==> src/rtl/instr_adder_pkg.sv <==
// Shared types and defaults for the instrumented-adder ring measurement.
// FSM encoding, ring width and default timing constants.
package instr_adder_pkg;

   typedef enum logic [1:0] {
      ST_IDLE   = 2'd0,
      ST_SETTLE = 2'd1,
      ST_COUNT  = 2'd2,
      ST_DONE   = 2'd3
   } meas_state_e;

   localparam int RING_W     = 8;
   localparam int DEF_SETTLE = 16;
   localparam int DEF_WINDOW = 1024;
   localparam int DEF_CNT_W  = 16;

   function automatic int cnt_bits(input int n);
      return (n > 1) ? $clog2(n) : 1;
   endfunction

endpackage

==> src/rtl/ring_edge_sync.sv <==
// Two-flop synchronizer for one ring bit plus rising-edge pulse.
// The prev flop always follows the synced level.
module ring_edge_sync (
   input  logic clk,
   input  logic rst_n,
   input  logic din,
   output logic sync,
   output logic rise
);

   logic ff1_q;
   logic ff2_q;
   logic prev_q;

   always_ff @(posedge clk or negedge rst_n) begin
      if (!rst_n) begin
         ff1_q  <= 1'b0;
         ff2_q  <= 1'b0;
         prev_q <= 1'b0;
      end else begin
         ff1_q  <= din;
         ff2_q  <= ff1_q;
         prev_q <= ff2_q;
      end
   end

   assign sync = ff2_q;
   assign rise = ff2_q & ~prev_q;

endmodule

==> src/rtl/adder_ring_meas_ctrl.sv <==
// Ring oscillator measurement sequencer: apply enables, settle,
// count rising edges of one ring bit over a fixed window.
module adder_ring_meas_ctrl
   import instr_adder_pkg::*;
#(
   parameter int SETTLE_CYCLES = DEF_SETTLE,
   parameter int WINDOW_CYCLES = DEF_WINDOW,
   parameter int CNT_W         = DEF_CNT_W
) (
   input  logic              clk,
   input  logic              rst_n,
   input  logic              start,
   input  logic              abort,
   input  logic [7:0]        cfg_xor,
   input  logic [7:0]        cfg_add,
   input  logic [2:0]        cfg_bit,
   input  logic [RING_W-1:0] ring_out,
   output logic [7:0]        xor_enable,
   output logic [7:0]        add_enable,
   output logic              busy,
   output logic              done,
   output logic [CNT_W-1:0]  count,
   output logic              overflow
);

   localparam int TMAX = (SETTLE_CYCLES > WINDOW_CYCLES) ?
                         SETTLE_CYCLES : WINDOW_CYCLES;
   localparam int TW   = cnt_bits(TMAX);

   localparam logic [TW-1:0] SET_LAST = TW'(SETTLE_CYCLES - 1);
   localparam logic [TW-1:0] WIN_LAST = TW'(WINDOW_CYCLES - 1);

   meas_state_e      state_q, state_d;
   logic [TW-1:0]    tmr_q, tmr_d;
   logic [7:0]       xor_q, xor_d;
   logic [7:0]       add_q, add_d;
   logic [2:0]       bit_q;
   logic             bit_ld;
   logic [CNT_W-1:0] cnt_q, cnt_d;
   logic             ovf_q, ovf_d;

   logic ring_sel;
   logic ring_sync;
   logic ring_rise;
   logic edge_hit;

   assign ring_sel = ring_out[bit_q];

   ring_edge_sync u_sync (
      .clk   (clk),
      .rst_n (rst_n),
      .din   (ring_sel),
      .sync  (ring_sync),
      .rise  (ring_rise)
   );

   assign edge_hit = ring_rise & ring_sync;

   always_comb begin
      state_d = state_q;
      tmr_d   = tmr_q;
      xor_d   = xor_q;
      add_d   = add_q;
      cnt_d   = cnt_q;
      ovf_d   = ovf_q;
      bit_ld  = 1'b0;
      if (abort) begin
         state_d = ST_IDLE;
         tmr_d   = '0;
         xor_d   = '0;
         add_d   = '0;
         cnt_d   = '0;
         ovf_d   = 1'b0;
      end else begin
         unique case (state_q)
            ST_IDLE, ST_DONE: begin
               if (start) begin
                  state_d = ST_SETTLE;
                  tmr_d   = '0;
                  xor_d   = cfg_xor;
                  add_d   = cfg_add;
                  cnt_d   = '0;
                  ovf_d   = 1'b0;
                  bit_ld  = 1'b1;
               end
            end
            ST_SETTLE: begin
               if (tmr_q == SET_LAST) begin
                  state_d = ST_COUNT;
                  tmr_d   = '0;
               end else begin
                  tmr_d = tmr_q + 1'b1;
               end
            end
            ST_COUNT: begin
               if (edge_hit) begin
                  if (&cnt_q) ovf_d = 1'b1;
                  else        cnt_d = cnt_q + 1'b1;
               end
               if (tmr_q == WIN_LAST) begin
                  state_d = ST_DONE;
                  tmr_d   = '0;
                  xor_d   = '0;
                  add_d   = '0;
               end else begin
                  tmr_d = tmr_q + 1'b1;
               end
            end
            default: state_d = ST_IDLE;
         endcase
      end
   end

   always_ff @(posedge clk or negedge rst_n) begin
      if (!rst_n) begin
         state_q <= ST_IDLE;
         tmr_q   <= '0;
         xor_q   <= '0;
         add_q   <= '0;
         bit_q   <= '0;
         cnt_q   <= '0;
         ovf_q   <= 1'b0;
      end else begin
         state_q <= state_d;
         tmr_q   <= tmr_d;
         xor_q   <= xor_d;
         add_q   <= add_d;
         cnt_q   <= cnt_d;
         ovf_q   <= ovf_d;
         if (bit_ld) bit_q <= cfg_bit;
      end
   end

   assign xor_enable = xor_q;
   assign add_enable = add_q;
   assign busy       = (state_q == ST_SETTLE) || (state_q == ST_COUNT);
   assign done       = (state_q == ST_DONE);
   assign count      = cnt_q;
   assign overflow   = ovf_q;

endmodule

==> config.mk <==
export PLATFORM = sky130hd
export DESIGN_NAME = adder_ring_meas_ctrl
export DESIGN_NICKNAME = d
export VERILOG_FILES = /design/src/rtl/instr_adder_pkg.sv /design/src/rtl/ring_edge_sync.sv /design/src/rtl/adder_ring_meas_ctrl.sv
export SDC_FILE = /design/constraint.sdc
export NUM_CORES = 1
export LEC_CHECK = 0
export ABC_AREA = 1
export BUFFER_PORTS_ARGS = -buffer_cell sky130_fd_sc_hd__buf_2
export CAP_MARGIN = 30
export CORE_MARGIN = 2
export CORE_UTILIZATION = 35
export CTS_CLUSTER_DIAMETER = 60
export DETAILED_ROUTE_END_ITERATION = 6
export GPL_ROUTABILITY_DRIVEN = 0
export PLACE_DENSITY_LB_ADDON = 0.25
export SETUP_SLACK_MARGIN = 0.3
export SLEW_MARGIN = 20
export SYNTH_ARGS = -nofsm -noshare
export SYNTH_HDL_FRONTEND = slang
export SYNTH_SLANG_ARGS = --single-unit
==> constraint.sdc <==
create_clock -name clk -period 2.1 [get_ports clk]
set_clock_uncertainty 0.2 [all_clocks]
set_input_delay 0.525 -clock clk [delete_from_list [all_inputs] [get_ports clk]]
set_output_delay 0.525 -clock clk [all_outputs]
set_load 0.01 [all_outputs]
# After elaboration in Yosys (flattened, before gate mapping)
# Cells that the tools add are included.
# classes
n_mux	32
multipliers	0
add_sub_neg	2
shift	0
div	0
magnitude_cmp	1
eq_ne	11
reduce_logical	9
n_bitwise	3
# op_table
op	n
16-bit 2-to-1 mux	4
10-bit 2-to-1 mux	4
8-bit 2-to-1 mux	5
16-bit one-hot mux with 2 select lines	1
8-bit one-hot mux with 2 select lines	2
10-bit one-hot mux with 3 select lines	1
3-bit inequality test, second input constant	6
16-bit by 1-bit adder with 16-bit output, second input constant	1
16-bit AND reduction	1
10-bit by 1-bit adder with 10-bit output, second input constant	1
10-bit equality test, second input constant	1
10-bit by 4-bit equality test with 1-bit output, second input constant	1
1-bit 2-to-1 mux	8
2-bit 2-to-1 mux	4
4-bit AND reduction	2
2-bit one-hot mux with 3 select lines	1
3-bit AND reduction	2
2-bit equality test, second input constant	2
3-bit by 4-bit less-than comparator with 1-bit output, second input constant	1
1-bit binary-select mux with 3-bit select	1
3-bit nonzero test	1
1-bit bitwise AND	2
2-bit by 1-bit equality test with 1-bit output, second input constant	1
2-bit zero test	1
other kinds (4)	4
# word_totals
reg_bits	51
mem_count	0
latchBits	0
rom_bits	0
ramBits	0
word_cells	68
out_inout_bits	35
in_bits	31

# Logic depth before layout (Yosys ltp)
# logic_depth
word_depth	6
mapped_depth	12
mapped_depth_nobuf	10

# By module
# Synthesis repeated with hierarchy kept, for this count alone.
# unflattened
cells_unflattened	368
hier_area_um2	3011.6
# by_module_without_submodules
module	cells_per_inst	seq_area_each_um2	instances	area_each_um2
adder_ring_meas_ctrl	363	1201.2	1	2926.6
ring_edge_sync	5	75.1	1	85.1

# Least setup slack after synthesis
# Ideal clock, no wire load.
# synth_path
kind	register -> register
startpoint	reg state_q[0]
endpoint	reg cnt_q[13], in the netlist count[13]
setup_time_ps	118
path_buffers	1
path_stages_with_launch	12
arrival_ps	1536
period_less_slack_ps	1854
t_required_ps	1782
path_slack_ps	246
cell_sequence	dfrtp_1 > inv_1 > ha_1 > nor2_1 > nand2_1 > nand2_2 > nor2_4 > nand2_1 > nand2_1 > buf_6 > nand3_1 > nand2_1
# synth_between
elab_chain_cells	4
word_cells_on_any_way	11
cone_classes	eq/ne: 5; mux: 2; reduce/logical: 4
# synth_rtl
item	line	source
start, declared	adder_ring_meas_ctrl.sv:33	meas_state_e state_q, state_d;
start signal, assigned	adder_ring_meas_ctrl.sv:124	state_q <= state_d;
2-bit equality test / 2-bit zero test (equally long branches)	adder_ring_meas_ctrl.sv:75	unique case (state_q)
2-bit OR reduction	adder_ring_meas_ctrl.sv:75	
3-bit inequality test (no source line), or another cell as far along	-	
4-bit AND reduction (no source line) / 16-bit 2-to-1 mux (equally long branches)	-	
end signal, assigned	adder_ring_meas_ctrl.sv:128	cnt_q <= cnt_d;
end, declared	adder_ring_meas_ctrl.sv:39	logic [CNT_W-1:0] cnt_q, cnt_d;
# Parallel ways exist; a longest one is shown, timed or not.
# A chain may end at the register's enable or synchronous reset.

# Worst setup path in the final report
# layout_path
startpoint	reg state_q[1]
endpoint	out busy
# layout_between
elab_chain_cells	2
word_cells_on_any_way	3
cone_classes	eq/ne: 2; reduce/logical: 1
# layout_rtl
item	line	source
2-bit by 1-bit equality test with 1-bit output / 2-bit equality test (equally long branches)	adder_ring_meas_ctrl.sv:136	assign busy = (state_q == ST_SETTLE) || (state_q == ST_COUNT);
1-bit logical OR *	adder_ring_meas_ctrl.sv:136	
end, declared	adder_ring_meas_ctrl.sv:20	output logic busy,
# Every way passes the cells marked *; elsewhere a longest branch is shown, timed or not.

==> key figures <==
Critical path
  • Crit path buf inv count: 2
  • WP depth: 3
  • Critical path, cell by cell: ha_4 > inv_2 > buf_6
  • RR Endpoint: count[10]
  • CP required: 1370 ps
  • Startpoint types: flip-flop
  • Setup crit start: state_q[1]
  • Cell family with most CP delay: flip-flops
  • Worst reg-to-reg setup slack: 270 ps
  • Setup CP Type: flip-flop to output port
  • CP arrival: 1200 ps
  • Timing endpoint of the critical path: busy
  • CP Capture Type: output port
  • Worst-case reg-to-reg path depth: 8
  • Crit-path max FO: 4
  • Reg2Reg Launch Point: count[0]
  • Slowest stage delay, CP: 430 ps
  • CP max-delay cell: dfrtp_1

Clocking
  • Maximum clock insertion buffer count: 2
  • TritonCTS Buffers: 5
  • Root buf cell: clkbuf_8
  • Worst-path clk slew: 100 ps
  • # clock sinks: 51
  • CTS tree: done
  • H-tree levels: 2
  • Skew-Pair Late Insertion Delay: 310 ps

Yosys
  • Flop and latch count out of synthesis: 51
  • Main flop type after synthesis: dfrtp_1
  • Top cell type's share of synthesized area: 43.5%
  • Post-synth top cells: nand2_1, inv_1, dfrtp_1, nor2_1, nand3_1
  • Top post-synthesis cells by area: dfrtp_1, nand2_1, inv_1
  • Synth async-reset ratio: 100%
  • Synthesized area: 2940 um^2
  • Avg Inst Size Synth: 7.64 um^2
  • Syn Inst Count: 384
  • Leading area contributor after synthesis: dfrtp_1
  • Sequential-to-total area share from yosys stat: 43.5%
  • Number of synthesized flops with an enable pin: 0
  • Synth warn: 0
  • Most frequent cell after synthesis: nand2_1
  • Syn Nets: 420
  • Post-synth cell types: 36

Global route
  • Gr usage total: 17.1%
  • First-pass GRT wire length: 12300 um
  • Vias in the first global route: 2679
  • Overflow after GRT: 0
  • Antenna violations before repair: 0
  • Largest net degree at the start of global routing: 52

Detailed routing
  • Total vias in the final route: 2828
  • First drt pass iteration count: 4
  • Residual DRC: 0
  • Number of nets with antenna violations after routing: 0
  • Routed wire length: 7700 um
  • DR iter-0 viols: 74
  • Wirelength per Cell: 13.1 um
  • Vias per cell: 4.81

Floorplanning
  • Die X-Extent: 95.6 um
  • Die height: 95.6 um
  • Core area: 8180 um^2
  • Die ar.: 9140 um^2
  • Initial Util: 35.9%
  • Ports: 66
  • Row count: 33

Power and ir drop
  • Net Switching: 1.54 mW
  • Switching share of power: 39.7%
  • Power Dens Cells: 984 nW/um^2
  • Part of the power in registers: 34.3%
  • Clock share of power: 18.8%
  • Combinational share of power: 46.9%
  • Leak pwr: 2.05 nW
  • Internal: 2.34 mW
  • IR drop worst, VDD: 482 uV

Final layout
  • Layout Nets: 518
  • Multi-input combinational cell area: 1530 um^2
  • Filler cell count in the final layout: 821
  • Reg area: 1280 um^2
  • Layout cell share with drive strength beyond 1: 32.5%
  • Area growth, synth to finish: 34.3%
  • Design Area, Final: 3940 um^2
  • # diodes: 0

Placement
  • DP Wirelength: 5100 um
  • Port bufs: 65
  • Area after DPL: 3490 um^2

Timing
  • Unrepaired setup endpoints after global routing: true
  • Period utilization: 91.6%
  • Setup TNS: 0 ps
  • Final Setup Violations: 0
  • Slew Limit Fails: 0
  • Fmax: 520 MHz
  • Final hold violation count: 0
  • Minimum clock period: 1920 ps
  • Rel. slew slack: 78.0%
  • Worst Tran Pin Value: 329 ps

Outcome
  • Status: complete, no violations

Run
  • Max Cap Violations: 0

Min path
  • Hold crit path type: flip-flop to flip-flop
  • HP Start: u_sync.ff1_q
## metrics by stage
step	util [%]	setup slack, ps	instances	total power, mW	hold WS (ps)
after floorplan	-	309	384	2.23	29.4
after global placement	42.6	110	559	2.75	134
after CTS	45.3	167	574	3.65	167
after global routing	48.2	125	588	4.16	179
final	48.2	176	588	3.88	163
after detailed placement	42.6	34.9	559	2.77	142
## sequential cells by signal, indices dropped and copies added, names as in the netlist
register,count
add_enable,8
bit_q,3
count,16
overflow,1
state_q,2
tmr_q,10
u_sync.ff1_q,1
u_sync.prev_q,1
u_sync.sync,1
xor_enable,8
## how the worst min path moves through the flow
stage	endpoint	slack, ps	cells after the start
floorplan	add_enable[0]	30	0
CTS	u_sync.sync	170	0
global placement	u_sync.sync	130	0
global route	u_sync.sync	180	0
finish	u_sync.sync	160	0
detailed placement	u_sync.sync	140	0
## power groups by stage
stage,clock (mW),sequential (mW),combinational [mW]
finish,0.729,1.33,1.82
global route,0.788,1.36,2.00
CTS,0.755,1.33,1.57
detailed placement,0,1.35,1.41
global placement,0,1.35,1.40
floorplan,0,1.41,0.819
## layout make-up
cell class / count / share of cell area (%)
multi-input combinational: 266 / 38.8
sequential: 51 / 32.5
timing repair buffer: 102 / 17.1
inverter: 56 / 5.40
tap: 105 / 3.33
clock buffer: 5 / 1.75
clock inverter: 3 / 1.21
## layer usage
metal / global-route usage, % / wire (um) / vias up
li1: - / - / 1428
met5: 0 / 0 / -
met2: 30.1 / 3870 / 69
met3: 3.08 / 318 / 10
met1: 21.5 / 3430 / 1321
met4: 4.29 / 82 / 0
## cell usage in the layout, fill, tap and decap left out, types with 3 or more instances in the layout
| cell type | netlist | routed |
|---|---|---|
| buf_4 | 1 | 27 |
| nand2_4 | 0 | 4 |
| dfrtp_2 | 0 | 3 |
| o21ai_2 | 3 | 3 |
| nand2_1 | 96 | 92 |
| o21ai_4 | 1 | 3 |
| nand3_1 | 35 | 33 |
| ha_4 | 0 | 4 |
| buf_2 | 2 | 63 |
| nand2_2 | 3 | 4 |
| inv_2 | 2 | 7 |
| nand4_1 | 24 | 24 |
| inv_1 | 54 | 48 |
| o21ai_0 | 23 | 22 |
| clkbuf_8 | 0 | 5 |
| nor2_2 | 0 | 3 |
| dfrtp_1 | 51 | 48 |
| nor2_1 | 40 | 36 |
| nor2_4 | 3 | 4 |
| buf_6 | 4 | 8 |
| xor2_1 | 6 | 6 |
| xnor2_1 | 3 | 3 |
## cells by family after synthesis
group	count (synthesis)	share of synthesized area, %
AO/OA/AOI/OAI	38	7.67
multiplexers	3	1.11
AND/OR/NAND/NOR	209	32.9
adder cells (fa/ha/maj)	5	2.13
flip-flops	51	43.5
buffers and inverters	69	10.1
XOR/XNOR	9	2.69
## timing repair
action / 4_1_cts / 5_1_grt
pin swaps: 4 / 11
setup endpoints to repair: 42 / 46
gates cloned: 1 / 2
gates resized for setup: 14 / 35
hold endpoints to repair: 19 / 0
hold buffers: 1 / 0
buffers inserted: 5 / 12
Note: power is estimated with default switching activity, not from simulation.
